File: config.mk
export PLATFORM = sky130hd
export DESIGN_NAME = vector_multiply_pipe
export DESIGN_NICKNAME = d
export VERILOG_FILES = /design/src/rtl/vector_multiply_pkg.sv /design/src/rtl/vm_pipe_stage.sv /design/src/rtl/vector_multiply_pipe.sv
export SDC_FILE = /design/constraint.sdc
export NUM_CORES = 2
export LEC_CHECK = 0
export CORE_MARGIN = 2
export CORE_UTILIZATION = 50
export CTS_CLUSTER_SIZE = 10
export DETAILED_ROUTE_END_ITERATION = 8
export PLACE_DENSITY = 0.64
export SYNTH_ARGS = -nofsm -noshare
export SYNTH_HDL_FRONTEND = slang
export SYNTH_HIERARCHICAL = 1
export SYNTH_SLANG_ARGS = --single-unit
File: constraint.sdc
create_clock -name clk -period 16.1 [get_ports clk]
set_input_delay 1.61 -clock clk [delete_from_list [all_inputs] [get_ports clk]]
set_output_delay 1.61 -clock clk [all_outputs]
set_load 0.1 [all_outputs]
File: src/rtl/vector_multiply_pkg.sv
// Shared types and helpers for the pipelined vector multiplier: beat mode encoding,
// accumulator sizing and lane bit-offset calculations.
package vector_multiply_pkg;

    typedef enum logic {
        VM_ELEMWISE = 1'b0,
        VM_DOT      = 1'b1
    } vm_mode_e;

    // Width needed to sum num_lanes products of prod_width bits without overflow.
    function automatic int vm_sum_width(input int prod_width, input int num_lanes);
        return prod_width + $clog2(num_lanes);
    endfunction

    function automatic int vm_lane_lsb(input int lane, input int lane_width);
        return lane * lane_width;
    endfunction

    // Operand-1 lanes sit above the whole operand-0 vector in the packed beat.
    function automatic int vm_op1_lsb(input int lane, input int lane_width, input int num_lanes);
        return (num_lanes + lane) * lane_width;
    endfunction

endpackage

File: src/rtl/vm_pipe_stage.sv
// One valid+data pipeline register; loads every cycle while advancing (bubbles included)
// and holds its contents otherwise.
module vm_pipe_stage #(
    parameter int C_WIDTH = 1
) (
    input  logic               clk,
    input  logic               rst,
    input  logic               advance_i,
    input  logic               valid_i,
    input  logic [C_WIDTH-1:0] data_i,
    output logic               valid_o,
    output logic [C_WIDTH-1:0] data_o
);

    logic               valid_d;
    logic               valid_q;
    logic [C_WIDTH-1:0] data_d;
    logic [C_WIDTH-1:0] data_q;

    // Next-state select: take the upstream stage when advancing, otherwise hold.
    always_comb begin
        valid_d = valid_q;
        data_d  = data_q;
        if (advance_i) begin
            valid_d = valid_i;
            data_d  = data_i;
        end else begin
            valid_d = valid_q;
            data_d  = data_q;
        end
    end

    // Stage register with synchronous active-low reset.
    always_ff @(posedge clk) begin
        if (!rst) begin
            valid_q <= 1'b0;
            data_q  <= '0;
        end else begin
            valid_q <= valid_d;
            data_q  <= data_d;
        end
    end

    assign valid_o = valid_q;
    assign data_o  = data_q;

endmodule

File: src/rtl/vector_multiply_pipe.sv
// Pipelined N-lane vector multiplier: element-wise full-width products or their dot
// product, with valid/ready handshakes on both sides and a global stall.
module vector_multiply_pipe
    import vector_multiply_pkg::*;
#(
    parameter int C_OP_WIDTH     = 16,
    parameter int C_NUM_OPERANDS = 4,
    parameter int C_PIPE_DEPTH   = 3,
    parameter bit C_SIGNED       = 1'b1
) (
    input  logic                                   clk,
    input  logic                                   rst,
    input  logic [2*C_OP_WIDTH*C_NUM_OPERANDS-1:0] datain,
    input  logic                                   datain_mode,
    input  logic                                   datain_valid,
    output logic                                   datain_ready,
    output logic [2*C_OP_WIDTH*C_NUM_OPERANDS-1:0] dout,
    output logic                                   dout_mode,
    output logic                                   dout_valid,
    input  logic                                   dout_ready
);

    localparam int OPW = C_OP_WIDTH;
    localparam int N   = C_NUM_OPERANDS;
    localparam int D   = C_PIPE_DEPTH;
    localparam int PW  = 2 * OPW;
    localparam int RW  = PW * N;
    localparam int DW  = RW + 1;
    localparam int SW  = vm_sum_width(PW, N);

    logic                  stall_s;
    logic                  advance_s;
    logic [D-1:0][DW-1:0]  stage_in_s;
    logic [D-1:0][DW-1:0]  stage_out_s;
    logic [D-1:0]          stage_vin_s;
    logic [D-1:0]          stage_vout_s;
    logic [RW-1:0]         prod_s;
    logic [OPW-1:0]        op_a_s;
    logic [OPW-1:0]        op_b_s;
    logic [PW-1:0]         ext_a_s;
    logic [PW-1:0]         ext_b_s;
    logic [DW-1:0]         red_src_s;
    logic [DW-1:0]         red_s;
    logic [SW-1:0]         acc_s;
    logic [SW-1:0]         acc_term_s;
    logic                  acc_unused_s;

    assign stall_s      = dout_valid && !dout_ready;
    assign advance_s    = !stall_s;
    assign datain_ready = rst && !stall_s;

    // Lane multipliers on the S1 operands; sign/zero extension to 2*OP keeps the product exact.
    always_comb begin
        prod_s  = '0;
        op_a_s  = '0;
        op_b_s  = '0;
        ext_a_s = '0;
        ext_b_s = '0;
        for (int i = 0; i < N; i++) begin
            op_a_s  = stage_out_s[0][vm_lane_lsb(i, OPW) +: OPW];
            op_b_s  = stage_out_s[0][vm_op1_lsb(i, OPW, N) +: OPW];
            ext_a_s = {{OPW{C_SIGNED & op_a_s[OPW-1]}}, op_a_s};
            ext_b_s = {{OPW{C_SIGNED & op_b_s[OPW-1]}}, op_b_s};
            prod_s[vm_lane_lsb(i, PW) +: PW] = ext_a_s * ext_b_s;
        end
    end

    // With only two stages the adder tree has to follow the multipliers directly.
    if (D == 2) begin : g_red_direct
        assign red_src_s = {stage_out_s[0][RW], prod_s};
    end else begin : g_red_delayed
        assign red_src_s = stage_out_s[D-2];
    end

    // Dot-product adder tree in front of the output register; element-wise beats pass through.
    always_comb begin
        acc_s      = '0;
        acc_term_s = '0;
        red_s      = red_src_s;
        if (vm_mode_e'(red_src_s[RW]) == VM_DOT) begin
            for (int i = 0; i < N; i++) begin
                acc_term_s         = {SW{C_SIGNED & red_src_s[vm_lane_lsb(i, PW) + PW - 1]}};
                acc_term_s[PW-1:0] = red_src_s[vm_lane_lsb(i, PW) +: PW];
                acc_s              = acc_s + acc_term_s;
            end
            red_s[RW-1:0] = '0;
            red_s[PW-1:0] = acc_s[PW-1:0];
        end else begin
            red_s = red_src_s;
        end
    end

    // Carry bits above 2*OP are deliberately dropped by the modulo truncation.
    assign acc_unused_s = ^acc_s;

    // Stage input routing: S1 takes the beat, S2 the products, the output register the reduced result.
    always_comb begin
        stage_in_s     = '0;
        stage_vin_s    = '0;
        stage_in_s[0]  = {datain_mode, datain};
        stage_vin_s[0] = datain_valid && datain_ready;
        for (int j = 1; j < D; j++) begin
            stage_in_s[j]  = stage_out_s[j-1];
            stage_vin_s[j] = stage_vout_s[j-1];
        end
        stage_in_s[1]   = {stage_out_s[0][RW], prod_s};
        stage_in_s[D-1] = red_s;
    end

    for (genvar g = 0; g < D; g++) begin : g_stage
        vm_pipe_stage #(
            .C_WIDTH (DW)
        ) u_stage (
            .clk       (clk),
            .rst       (rst),
            .advance_i (advance_s),
            .valid_i   (stage_vin_s[g]),
            .data_i    (stage_in_s[g]),
            .valid_o   (stage_vout_s[g]),
            .data_o    (stage_out_s[g])
        );
    end

    assign dout       = stage_out_s[D-1][RW-1:0];
    assign dout_mode  = stage_out_s[D-1][RW];
    assign dout_valid = stage_vout_s[D-1];

endmodule

==> metrics.md <==
| Metric | Value |
|---|---|
| Slew margin rel. | `0.2100` |
| Final Wtd Congestion | `0.8665` |
| Detail Route Antenna Nets | `0` |
| Post-synth cell types | `77` |
| Final Hold Fails | `0` |
| RSZ-0062 raised after global routing | `no` |
| Power per cell area | `124.1 nW/um^2` |
| Post-CTS setup buffer count | `0` |
| Clock Pin Slew Worst Setup and Hold Paths | `0.06 ns` |
| Largest family of logic cells by synthesized area | `adder cells` |
| Initial antenna violation count | `13` |
| Mapped Area | `58170 sq um` |
| Io pins | `264` |
| DRT Wirelength | `145.4 mm` |
| CTS tree | `yes` |
| Placed insts | `7610` |
| CP Launch Type | `register` |
| Synth Area in XOR/XNOR | `0.02394` |
| Largest net degree at the start of global routing | `roughly 220` |
| Grt total ovfl | `0` |
| DRC | `0` |
| Yosys reg bits | `390` |
| Die Area | `119100 sq um` |
| Setup TNS | `0 ns` |
| Post-CTS Hold Buffers | `0` |
| Fin crit period | `6.815 ns` |
| Critical-path cell list | `nand2_1 -> inv_1 -> fa_1 -> fa_1 -> fa_1 -> fa_1 -> fa_1 -> inv_1 -> fa_1 -> inv_1 -> ha_1 -> nand2_1 -> nor2_1 -> o41ai_1 -> nand2_1 -> and3_1 -> a221o_1 -> o41ai_2 -> xnor2_1 -> mux2i_1 -> nor2b_1` |
| # rows | `about 130` |
| Slew of the pin with the lowest slew margin | `1.181 ns` |
| Simple-Gate Fraction of Synth Area | `0.1658` |
| Chip height | `approximately 350 um` |
| Max Fanout on Critical Path | `17` |
| Ys async rst share | `0` |
| CTS root buf | `clkbuf_16` |
| Vias in the first global route | `43450` |
| Endpoint type of the worst setup path | `register` |
| Peak supply drop | `0.1771 mV` |
| Core area | `115700 sq um` |
| Slew Limit Fails | `0` |
| Clock Latency Late Sink | `0.64 ns` |
| Max-cap viol count | `0` |
| Crit path required time | `16.66 ns` |
| Synthesized area per cell | `9.625 sq um` |
| NumNets Final | `7741` |
| Worst Path Arrival | `7.37 ns` |
| GRT Total Usage | `0.2533` |
| Post-Layout Cell Count | `7690` |
| Total of warnings raised by yosys | `6` |
| Vias | `roughly 40000` |
| Final period util | `0.4233` |
| Num CTS Buffers | `51` |
| Pre-Repair DR Iteration Count | `5` |
| Initial core utilization | `0.5026` |
| Clk sink count | `390` |
| CTS resizes | `0` |
| Setup Viol. Count Final | `0` |
| Post-synth top flop | `dfxtp_1` |
| Post-synthesis compound-gate area fraction | `0.04418` |
| Most frequent CP cell | `fa_1` |
| Syn_nets | `approximately 7600` |
| Share of cells above drive strength 1 | `0.01995` |
| CP Class | `reg2reg` |
| Sequential area share after synthesis | `0.1342` |
| Slowest cell on the critical path | `fa_1` |
| Final Skew | `0.02228 ns` |
| Area grow syn2layout | `8.408%` |
| Clk buf depth | `3` |
| Status | `completed` |
| Vias per Instance | `5.224` |
| EDFF count, synth | `0` |
| Starting DRT DRC Count | `2218` |
| WL/cell | `between 15 and 20 um` |
| I/O Buffers | `263` |
| Dpl hpwl | `116.4 mm` |
| Post-Synthesis Cells | `roughly 6000` |
| CTS H-tree depth | `2` |
| Chip width | `345.1 um` |
| Hold Path Class | `reg2reg` |
| Fmax | `about 150 MHz` |
| Leakage | `~33 nW` |
| First-pass GRT wire length | `237.9 mm` |
| Slowest Stage Delay on Critical Path | `0.90 ns` |
| Mux cell area share after synthesis | `0.07038` |
| Post-Synth Adder-Cell Area | `0.4592` |
[cell usage after synthesis (all sizes together) (4+ instances only)]
| library cell | count | area, sq um |
|---|---|---|
| nand2 | 538 | 2019 |
| a21oi | 103 | 523.0 |
| o31ai | 15 | 112.6 |
| a211o | 7 | 61.31 |
| o21ai | 62 | 310.3 |
| a2111oi | 5 | 56.31 |
| a31oi | 7 | 43.79 |
| nor2b | 499 | 3122 |
| or3 | 11 | 68.82 |
| o211ai | 18 | 140.1 |
| buf | 51 | 777.0 |
| o21bai | 17 | 127.6 |
| dfxtp | 390 | 7807 |
| fa | 1110 | 22220 |
| inv | 1193 | 4478 |
| xnor2 | 134 | 1174 |
| nand2b | 31 | 193.9 |
| nand3b | 6 | 45.04 |
| mux2i | 391 | 3914 |
| a2111o | 4 | 45.04 |
| a31o | 5 | 43.79 |
| a211oi | 17 | 132.6 |
| o21a | 32 | 240.2 |
| nor4 | 4 | 25.02 |
| and3 | 20 | 125.1 |
| o311ai | 4 | 35.04 |
| nand4 | 5 | 31.28 |
| nor2 | 131 | 491.7 |
| a21o | 42 | 315.3 |
| nor3 | 27 | 135.1 |
| clkbuf | 183 | 688.2 |
| o41ai | 5 | 58.81 |
| mux2 | 16 | 180.2 |
| and2 | 502 | 3141 |
| nand3 | 26 | 130.1 |
| ha | 359 | 4492 |
| xor2 | 25 | 219.0 |
[final cells by class]
type | count | area (sq um)
Timing Repair Buffer | 276 | 2760
Multi-Input combinational cell | 4226 | 44420
Fill cell | 10560 | 52670
Sequential cell | 390 | 7811
Clock inverter | 13 | 241.5
Antenna cell | 1 | 2.502
Tap cell | 1524 | 1907
Inverter | 1194 | 4482
Clock buffer | 66 | 1434
[path summary, 6_finish.rpt]
| kind | start | end | slack [ns] | cells past startpoint |
|---|---|---|---|---|
| min reg2reg | g_stage[0].u_stage/valid_o | g_stage[0].u_stage/valid_o | 0.52 | 2 |
| min | g_stage[0].u_stage/valid_o | g_stage[0].u_stage/valid_o | 0.52 | 2 |
| max | g_stage[0].u_stage/data_o[81] | g_stage[1].u_stage/data_o[63] | 9.29 | 21 |
| max reg2reg | g_stage[0].u_stage/data_o[81] | g_stage[1].u_stage/data_o[63] | 9.29 | 21 |
[flip-flops by register name (all words and copies together) (netlist names)]
name	flops
g_stage.u_stage/data_o	387
g_stage.u_stage/valid_o	3
[routing by layer]
layer | vias up | routed length [um] | GRT usage
li1 | 18470 | - | -
met1 | 20560 | 64790 | 0.3500
met2 | 924 | 68400 | 0.4145
met3 | 215 | 7639 | 0.03646
met4 | 6 | 4485 | 0.07537
met5 | - | 39 | 0
[through the flow]
stage / instance area (sq um) / util / worst slack [ns] / hold slack, ns / power (W)
after floorplan: 58170 / - / 9.892 / 0.4824 / 0.005273
after global placement: 61380 / 0.5304 / 9.397 / 0.4984 / 0.006575
after detailed placement: 61380 / 0.5304 / 9.273 / 0.5053 / 0.006628
after CTS: 63060 / 0.5449 / 9.224 / 0.5231 / 0.007871
after global routing: 63060 / 0.5449 / 8.755 / 0.5449 / 0.008549
final: 63060 / 0.5449 / 9.285 / 0.5187 / 0.007826
[cells in the final DEF, fill, tap and decap left out, drive strengths merged, types with 62 or more instances in the layout]
cell type,synthesis,layout
a21oi,103,103
and2,502,502
clkbuf,183,66
clkdlybuf4s50,0,262
dfxtp,390,390
fa,1110,1110
ha,359,359
inv,1193,1195
mux2i,391,391
nand2,538,538
nor2,131,131
nor2b,499,499
o21ai,62,62
xnor2,134,134
[cell families (layout without fill, tap and decap cells)]
logic type | count (synthesis) | after routing
AO/OA/AOI/OAI | 378 | 378
XOR/XNOR | 159 | 159
adder cells (fa/ha/maj) | 1469 | 1469
buffers and inverters | 1428 | 1549
flip-flops | 390 | 390
multiplexers | 407 | 407
other | 0 | 1
AND/OR/NAND/NOR | 1813 | 1813
[critical path: cells and delay by family, from the launching register on]
| kind | cells | cell delay, ns |
|---|---|---|
| adders and majority gates | 7 | 3.81 |
| xor gates and xnor gates | 1 | 0.16 |
| DFF | 1 | 0.70 |
| buffers and inverters | 3 | 0.28 |
| muxes | 1 | 0.09 |
| AOI/OAI and AO/OA | 3 | 0.89 |
| and+or+nand+nor | 6 | 0.79 |
[report_power, final]
| part | internal, W | total [W] | switching, W |
|---|---|---|---|
| clock network | 0.000714 | 0.00118 | 0.000465 |
| logic | 0.00210 | 0.00512 | 0.00302 |
| registers | 0.00116 | 0.00153 | 0.000369 |
| total | 0.00397 | 0.00783 | 0.00385 |
(Power assumes the default switching activity.)
